$ cat src/rtl/alu_arbiter_ctrl.sv
// Round-robin controller sharing one structural 32-bit ALU between requesters A and B.
// Define ALU_CTRL_MUL_EN to enable the shift-add multiply (op 011); otherwise 011 is illegal.
module alu_arbiter_ctrl #(
   parameter int unsigned MUL_ITERS    = 32,
   parameter int unsigned RR_RESET_PRI = 0
) (
   input  logic        clk,
   input  logic        rst,
   input  logic        a_valid,
   output logic        a_ready,
   input  logic [2:0]  a_op,
   input  logic [31:0] a_opa,
   input  logic [31:0] a_opb,
   input  logic        b_valid,
   output logic        b_ready,
   input  logic [2:0]  b_op,
   input  logic [31:0] b_opa,
   input  logic [31:0] b_opb,
   output logic        rsp_valid,
   input  logic        rsp_ready,
   output logic        rsp_id,
   output logic [31:0] rsp_result,
   output logic        rsp_zero,
   output logic        rsp_cout,
   output logic        rsp_set,
   output logic        rsp_err,
   output logic [31:0] alu_a,
   output logic [31:0] alu_b,
   output logic        alu_s1,
   output logic        alu_s2,
   output logic        alu_sub,
   output logic        alu_cin,
   input  logic [31:0] alu_f,
   input  logic        alu_cout,
   input  logic        alu_zero,
   input  logic        alu_set
);

   localparam int unsigned DATA_W = 32;
   localparam int unsigned OP_W   = 3;

   localparam logic [1:0] IDLE = 2'd0;
   localparam logic [1:0] EXEC = 2'd1;
   localparam logic [1:0] RESP = 2'd3;

   localparam logic [OP_W-1:0] OP_AND = 3'b000;
   localparam logic [OP_W-1:0] OP_OR  = 3'b010;
   localparam logic [OP_W-1:0] OP_ADD = 3'b100;
   localparam logic [OP_W-1:0] OP_SUB = 3'b101;
   localparam logic [OP_W-1:0] OP_SLT = 3'b111;

   if (MUL_ITERS < 1 || MUL_ITERS > 32) begin : g_bad_iters
      $error("alu_arbiter_ctrl: MUL_ITERS must be in 1..32");
   end

   logic [1:0]        state;
   logic [1:0]        state_nx;
   logic              ptr;
   logic [OP_W-1:0]   op_q;
   logic [DATA_W-1:0] opa_q;
   logic [DATA_W-1:0] opb_q;
   logic              id_q;

   logic              idle_ok;
   logic              grant_a;
   logic              grant_b;
   logic              accept;
   logic [OP_W-1:0]   sel_op;
   logic [DATA_W-1:0] sel_opa;
   logic [DATA_W-1:0] sel_opb;
   logic              sel_legal;
   logic              slt_lt;
   logic [DATA_W-1:0] exec_res;

`ifdef ALU_CTRL_MUL_EN
   localparam logic [1:0]      MUL    = 2'd2;
   localparam logic [OP_W-1:0] OP_MUL = 3'b011;
   localparam int unsigned     CNT_W  = (MUL_ITERS > 1) ? $clog2(MUL_ITERS) : 1;

   logic [DATA_W-1:0] acc;
   logic [DATA_W-1:0] mcand;
   logic [DATA_W-1:0] mplier;
   logic [CNT_W-1:0]  cnt;
   logic [DATA_W-1:0] acc_nx;
   logic              mul_last;

   assign acc_nx   = mplier[0] ? alu_f : acc;
   assign mul_last = (cnt == CNT_W'(MUL_ITERS - 1));
`endif

   // Arbitration: pointer side wins a collision; only offered while idle and out of reset.
   assign idle_ok = (state == IDLE) && !rst;
   assign grant_a = idle_ok && a_valid && (!b_valid || !ptr);
   assign grant_b = idle_ok && b_valid && (!a_valid || ptr);
   assign accept  = grant_a || grant_b;
   assign a_ready = grant_a;
   assign b_ready = grant_b;

   assign sel_op  = grant_b ? b_op  : a_op;
   assign sel_opa = grant_b ? b_opa : a_opa;
   assign sel_opb = grant_b ? b_opb : a_opb;

   always_comb begin
      sel_legal = 1'b0;
      case (sel_op)
         OP_AND, OP_OR, OP_ADD, OP_SUB, OP_SLT: sel_legal = 1'b1;
`ifdef ALU_CTRL_MUL_EN
         OP_MUL:                                sel_legal = 1'b1;
`endif
         default:                               sel_legal = 1'b0;
      endcase
   end

   // Signed compare: differing signs decide directly, otherwise the difference sign does.
   assign slt_lt   = (opa_q[DATA_W-1] != opb_q[DATA_W-1]) ? opa_q[DATA_W-1] : alu_f[DATA_W-1];
   assign exec_res = (op_q == OP_SLT) ? {{(DATA_W-1){1'b0}}, slt_lt} : alu_f;

   always_ff @(posedge clk) begin
      if (rst) begin
         state <= IDLE;
      end else begin
         state <= state_nx;
      end
   end

   always_comb begin
      state_nx = state;
      case (state)
         IDLE: begin
            if (accept) begin
               if (!sel_legal) begin
                  state_nx = RESP;
`ifdef ALU_CTRL_MUL_EN
               end else if (sel_op == OP_MUL) begin
                  state_nx = MUL;
`endif
               end else begin
                  state_nx = EXEC;
               end
            end
         end
         EXEC: state_nx = RESP;
`ifdef ALU_CTRL_MUL_EN
         MUL: begin
            if (mul_last) begin
               state_nx = RESP;
            end
         end
`endif
         RESP: begin
            if (rsp_ready) begin
               state_nx = IDLE;
            end
         end
         default: state_nx = IDLE;
      endcase
   end

   // ALU drive: operands and function select only while the ALU is in use.
   always_comb begin
      alu_a   = '0;
      alu_b   = '0;
      alu_s1  = 1'b0;
      alu_s2  = 1'b0;
      alu_sub = 1'b0;
      alu_cin = 1'b0;
      if (state == EXEC) begin
         alu_a = opa_q;
         alu_b = opb_q;
         case (op_q)
            OP_OR:  alu_s2 = 1'b1;
            OP_ADD: alu_s1 = 1'b1;
            OP_SUB: begin
               alu_s1  = 1'b1;
               alu_sub = 1'b1;
            end
            OP_SLT: begin
               alu_s1  = 1'b1;
               alu_s2  = 1'b1;
               alu_sub = 1'b1;
            end
            default: ;
         endcase
      end
`ifdef ALU_CTRL_MUL_EN
      else if (state == MUL) begin
         alu_a  = acc;
         alu_b  = mcand;
         alu_s1 = 1'b1;
      end
`endif
   end

`ifdef ALU_CTRL_MUL_EN
   // Shift-add multiply: accumulate the shifted multiplicand when the current multiplier bit is set.
   always_ff @(posedge clk) begin
      if (rst) begin
         acc    <= '0;
         mcand  <= '0;
         mplier <= '0;
         cnt    <= '0;
      end else if (accept) begin
         acc    <= '0;
         mcand  <= sel_opa;
         mplier <= sel_opb;
         cnt    <= '0;
      end else if (state == MUL) begin
         acc    <= acc_nx;
         mcand  <= mcand << 1;
         mplier <= mplier >> 1;
         cnt    <= cnt + CNT_W'(1);
      end
   end
`endif

   always_ff @(posedge clk) begin
      if (rst) begin
         ptr        <= 1'(RR_RESET_PRI);
         op_q       <= '0;
         opa_q      <= '0;
         opb_q      <= '0;
         id_q       <= 1'b0;
         rsp_valid  <= 1'b0;
         rsp_id     <= 1'b0;
         rsp_result <= '0;
         rsp_zero   <= 1'b0;
         rsp_cout   <= 1'b0;
         rsp_set    <= 1'b0;
         rsp_err    <= 1'b0;
      end else begin
         if (accept) begin
            op_q  <= sel_op;
            opa_q <= sel_opa;
            opb_q <= sel_opb;
            id_q  <= grant_b;
            if (a_valid && b_valid) begin
               ptr <= ~ptr;
            end
            if (!sel_legal) begin
               rsp_valid  <= 1'b1;
               rsp_id     <= grant_b;
               rsp_result <= '0;
               rsp_zero   <= 1'b0;
               rsp_cout   <= 1'b0;
               rsp_set    <= 1'b0;
               rsp_err    <= 1'b1;
            end
         end
         if (state == EXEC) begin
            rsp_valid  <= 1'b1;
            rsp_id     <= id_q;
            rsp_result <= exec_res;
            rsp_zero   <= alu_zero;
            rsp_cout   <= alu_cout;
            rsp_set    <= alu_set;
            rsp_err    <= 1'b0;
         end
`ifdef ALU_CTRL_MUL_EN
         if (state == MUL && mul_last) begin
            rsp_valid  <= 1'b1;
            rsp_id     <= id_q;
            rsp_result <= acc_nx;
            rsp_zero   <= (acc_nx == '0);
            rsp_cout   <= 1'b0;
            rsp_set    <= 1'b0;
            rsp_err    <= 1'b0;
         end
`endif
         if (state == RESP && rsp_ready) begin
            rsp_valid <= 1'b0;
         end
      end
   end

endmodule
$ cat config.mk
export PLATFORM = sky130hd
export DESIGN_NAME = alu_arbiter_ctrl
export DESIGN_NICKNAME = d
export VERILOG_FILES = /design/src/rtl/alu_arbiter_ctrl.sv
export SDC_FILE = /design/constraint.sdc
export NUM_CORES = 1
export LEC_CHECK = 0
export BUFFER_PORTS_ARGS = -buffer_cell sky130_fd_sc_hd__buf_4
export CORE_ASPECT_RATIO = 1.2
export CORE_MARGIN = 4
export CORE_UTILIZATION = 44
export CTS_CLUSTER_SIZE = 24
export DETAILED_ROUTE_END_ITERATION = 12
export GPL_TIMING_DRIVEN = 0
export PLACE_DENSITY = 0.8
export SKIP_LAST_GASP = 1
export SYNTH_ARGS = -nofsm -noshare
export SYNTH_HDL_FRONTEND = slang
export SYNTH_SLANG_ARGS = --single-unit
$ cat constraint.sdc
create_clock -name clk -period 1.8 [get_ports clk]
set_input_delay 0.36 -clock clk [delete_from_list [all_inputs] [get_ports clk]]
set_output_delay 0.36 -clock clk [all_outputs]
set_load 0.01 [all_outputs]
Word-level counts from Yosys, hierarchy flattened
Cells that the tools add are included.

Logic and storage cells: 88. Bits of input ports: 174. Register bits after elaboration: 109.

Bitwise logic cells: 2. Reductions and logical operators: 27. Muxes and demuxes: 32. Equal/unequal tests: 14.

Operators with widths (count): 32-bit two-way mux (8); 1-bit two-way mux (19); 3-bit == test, second input constant (6); 2-bit AND reduction (4); 2-bit OR reduction (4); 1-bit logical AND (7); 3-bit by 2-bit == test with 1-bit output, second input constant (2); 2-bit two-way mux (3); 2-bit case mux with 3 select lines (1); 5-bit OR reduction (1); 1-bit logical NOT (4); 2-bit != test, second input constant (2); 3-bit logical NOT (1); 1-bit logical OR (3); 3-bit two-way mux (1); 3-bit OR reduction (1); 2-bit by 1-bit == test with 1-bit output, second input constant (1); 2-bit == test, second input constant (1); 2-bit logical NOT (1); 2-bit by 1-bit != test with 1-bit output, second input constant (1); 1-bit NOT (2); 2-bit nonzero test (1); 1-bit != test (1).

Depth between registers and ports, before layout
Depth in word-level cells: 11. Mapped depth: 6. Depth with buffers taken out: 5.

Least setup slack after synthesis
Ideal clock, no wire load.

Kind: reg-to-output. Start point: register state[0]. End point: output port alu_s1. Setup slack: 0.195 ns. Path buffers: 2. Stages on the path, launching flop included: 6. Data arrival time: 1.245 ns. Path through: dfxtp_1 > nor2b_1 > buf_2 > clkbuf_1 > nand2_1 > a21oi_1.

Word-level cells in the longest chain between the ends: 2.

RTL lines: start, declared (RTL line 56) `logic [1:0] state;`; start signal, assigned (RTL line 122) `state <= state_nx;`; 2-bit by 1-bit == test with 1-bit output (RTL line 167) `if (state == EXEC) begin`; 1-bit two-way mux (RTL line 167); end, declared (RTL line 29) `output logic alu_s1,`.

Every way passes these cells.

Worst setup path in the final report
Ends and elaborated chain as after synthesis.

==> flow_metrics.env <==
export IMPL_routed_wl_um=18800
export IMPL_clk_path_buf_depth=2
export IMPL_cp_max_fo=9
export IMPL_ys_flop_type="dfxtp_1"
export IMPL_initial_utilization=0.449
export IMPL_drt_initial_drc_count=256
export IMPL_antenna_cells=0
export IMPL_fin_hold_ws_ps=214
export IMPL_finalSetupViolations=76
export IMPL_p_leak_uw=0.00419
export IMPL_maxCapViolCount=0
export IMPL_cts_hold_buffers=0
export IMPL_worst_slew_pin_slew_ps=723
export IMPL_synthTopCellsByCount="dfxtp_1 (109), nor2_1 (72), a211oi_1 (65)"
export IMPL_clk_transition_reported_paths_ps=70
export IMPL_required_ps=1440
export IMPL_ys_seq_elements=109
export IMPL_crit_chain="nor2b_4, buf_12, clkbuf_16, nand2_4, a21oi_2, buf_4"
export IMPL_cts_max_level=3
export IMPL_grt_pass1_wl_um=28000
export IMPL_num_nets_final=1017
export IMPL_rows=42
export IMPL_area_growth_pct=71.9
export IMPL_yosysMostFrequentCell="dfxtp_1"
export IMPL_grt_max_degree=20
export IMPL_cp_start_kind="flip-flop"
export IMPL_slew_headroom=0.513
export IMPL_cts_tree="yes"
export IMPL_synth_area_um2=4950
export IMPL_status="complete, but fails checks"
export IMPL_die_w_um=105
export IMPL_hold_viol=0
export IMPL_drt_pass1_iterations=4
export IMPL_worstRegToRegCells=8
export IMPL_finalMaxSlewViolations=0
export IMPL_vias=5333
export IMPL_grt_pass1_vias=5470
export IMPL_rsz0062_at_grt="true"
export IMPL_track_usage=0.267
export IMPL_violations="negative setup slack"
export IMPL_syn_inst=518
export IMPL_multi_input_area_um2=2700
export IMPL_cts_buffers=9
export IMPL_drive_gt1_frac=0.508
export IMPL_vdd_drop_max_v=0.000465
export IMPL_viasPerCell=5.44
export IMPL_hold_start="alu_f[23]"
export IMPL_cp_top_family="buffers and inverters"
export IMPL_yosys_area_top_type_share=0.441
export IMPL_numPortBuffers=280
export IMPL_place_congestion=0.879
export IMPL_power_density_nw_per_um2=767
export IMPL_critical_path_max_stage_delay_ps=350
export IMPL_regToRegStartpoint="state[0]$_SDFFE_PP0P_"
export IMPL_fp_coreArea_um2=11000
export IMPL_die_height_um=124
export IMPL_min_period_over_period=1.05
export IMPL_fmax_mhz=528
export IMPL_grt_overflow_total=0
export IMPL_cp_num_buf_inv=3
export IMPL_ys_seq_area_frac=0.441
export IMPL_worstReg2RegEnd="rsp_result[17]$_SDFFE_PP0P_"
export IMPL_min_path_cells=2
export IMPL_cpMaxStageDelayCell="dfxtp_4"
export IMPL_avgSynthCellArea_um2=9.56
export IMPL_setup_ws_ps=-92.5
export IMPL_power_total_uw=6530
export IMPL_synth_distinct_cells=39
export IMPL_synth_nets=692
export IMPL_root_buffer="clkbuf_16"
export IMPL_dieArea_um2=13000
export IMPL_async_flop_share=0
export IMPL_crit_path_end_kind="output port"
export IMPL_wl_per_cell_um=19.2
export IMPL_antenna_found_initial=0
export IMPL_cts_sinks=109
export IMPL_hpwlAfterDp_um=13400
export IMPL_critPathKind="flip-flop to output port"
export IMPL_fin_skew_ps=6.88
export IMPL_cp_depth=6
export IMPL_synth_edf_count=0
export IMPL_ys_warn_count=0
export IMPL_clk_latency_ps=350
export IMPL_min_to="rsp_result[23]$_SDFFE_PP0P_"
export IMPL_place_ws_ps=-211
export IMPL_rrSetupSlack_ps=-40
export IMPL_seqCellArea_um2=2190
export IMPL_period_needed_ps=1890
export IMPL_pin_count=282
export IMPL_hold_path_class="input port to flip-flop"
export IMPL_netlist_top_cells_area="dfxtp_1 (44%), mux2i_1 (13%), a211oi_1 (9.9%)"
export IMPL_synth_largest_area_cell="dfxtp_1"
export IMPL_fillers=748
export IMPL_remaining_drc_errors=0
export IMPL_antenna_left=0
export IMPL_crit_arrival_ps=1530
[stage by stage]
stage	cells	util	cell area (µm²)	TNS [ps]
6_report	980	0.771	8510	-2110
5_1_grt	980	0.771	8510	-7040
4_1_cts	962	0.726	8020	-4230
3_5_place_dp	930	0.654	7220	-7670
3_3_place_gp	930	0.654	7220	-5230
2_1_floorplan	518	-	4950	0
[cells in the final DEF (no fill, tap or decap), types with 3 or more instances in the layout]
cell and n:
inv_1 4, buf_6 49, nor2_1 71, nand2_1 12, clkbuf_8 3, nand3_1 8, and2_1 22, buf_12 6
buf_8 6, dfxtp_1 107, mux2i_1 62, buf_4 258, buf_2 11, a32o_1 32, a311oi_1 3, clkbuf_16 18
a211oi_2 9, clkbuf_2 4, clkbuf_1 15, o21ai_0 6, a211oi_1 56, and2_4 42
[how the worst max path moves through the flow]
stage                     startpoint        end  slack (ps)
3_3_place_gp   state[0]$_SDFFE_PP0P_  alu_a[12]        -230
6_report       state[0]$_SDFFE_PP0P_     alu_s1         -90
4_1_cts        state[0]$_SDFFE_PP0P_  alu_a[12]        -120
2_1_floorplan  state[0]$_SDFFE_PP0P_     alu_s1         200
5_1_grt        state[1]$_SDFFE_PP0P_     alu_s1        -130
3_5_place_dp   state[0]$_SDFFE_PP0P_  alu_a[12]        -210
[area by class of cell]
| cell class | count | share of cell area |
|---|---|---|
| Timing Repair Buffer | 315 | 0.320 |
| Clock inverter | 6 | 0.00926 |
| Sequential cell | 109 | 0.257 |
| Multi-Input combinational cell | 356 | 0.318 |
| Tap cell | 132 | 0.0194 |
| Inverter | 5 | 0.00250 |
| Buffer | 47 | 0.0475 |
| Clock buffer | 10 | 0.0269 |
[kinds of logic (layout without fill, tap and decap cells)]
| logic type | count (synthesis) | after routing | share of synthesized area |
|---|---|---|---|
| simple gates | 170 | 170 | 0.175 |
| compound gates | 119 | 119 | 0.197 |
| flops | 109 | 109 | 0.441 |
| mux | 64 | 64 | 0.129 |
| buf+inv | 53 | 383 | 0.0531 |
| xor+xnor | 2 | 2 | 0.00354 |
| other cells | 1 | 1 | 0.000757 |
[per-layer routing]
| layer | vias to the layer above | GRT usage | wire length, µm |
|---|---|---|---|
| li1 | 2516 | - | - |
| met1 | 2536 | 0.287 | 7050 |
| met2 | 244 | 0.488 | 9870 |
| met3 | 37 | 0.0748 | 1370 |
| met4 | 0 | 0.103 | 556 |
| met5 | - | 0 | 0 |
[what timing repair did]
| item | 4_1_cts | 5_1_grt |
|---|---|---|
| pin swaps | 24 | 13 |
| buffers inserted | 12 | 12 |
| endpoints found under the setup margin | 71 | 126 |
| endpoints found under the hold margin | 0 | 0 |
| cloned | 5 | 7 |
| gates resized for setup | 99 | 76 |
[flip-flops by register name (all words and copies together), names as in the netlist]
register / cells
id_q: 1
op_q: 3
opa_q: 32
opb_q: 32
ptr: 1
rsp_cout: 1
rsp_err: 1
rsp_id: 1
rsp_result: 32
rsp_set: 1
rsp_valid: 1
rsp_zero: 1
state: 2
[power breakdown]
| group | total [µW] | leakage (µW) | switching [µW] | internal (µW) |
|---|---|---|---|---|
| registers | 2760 | 0.000895 | 129 | 2630 |
| logic | 1700 | 0.00315 | 725 | 975 |
| clock network | 2070 | 0.000151 | 963 | 1110 |
No activity file was read; power rests on OpenSTA's default activity.
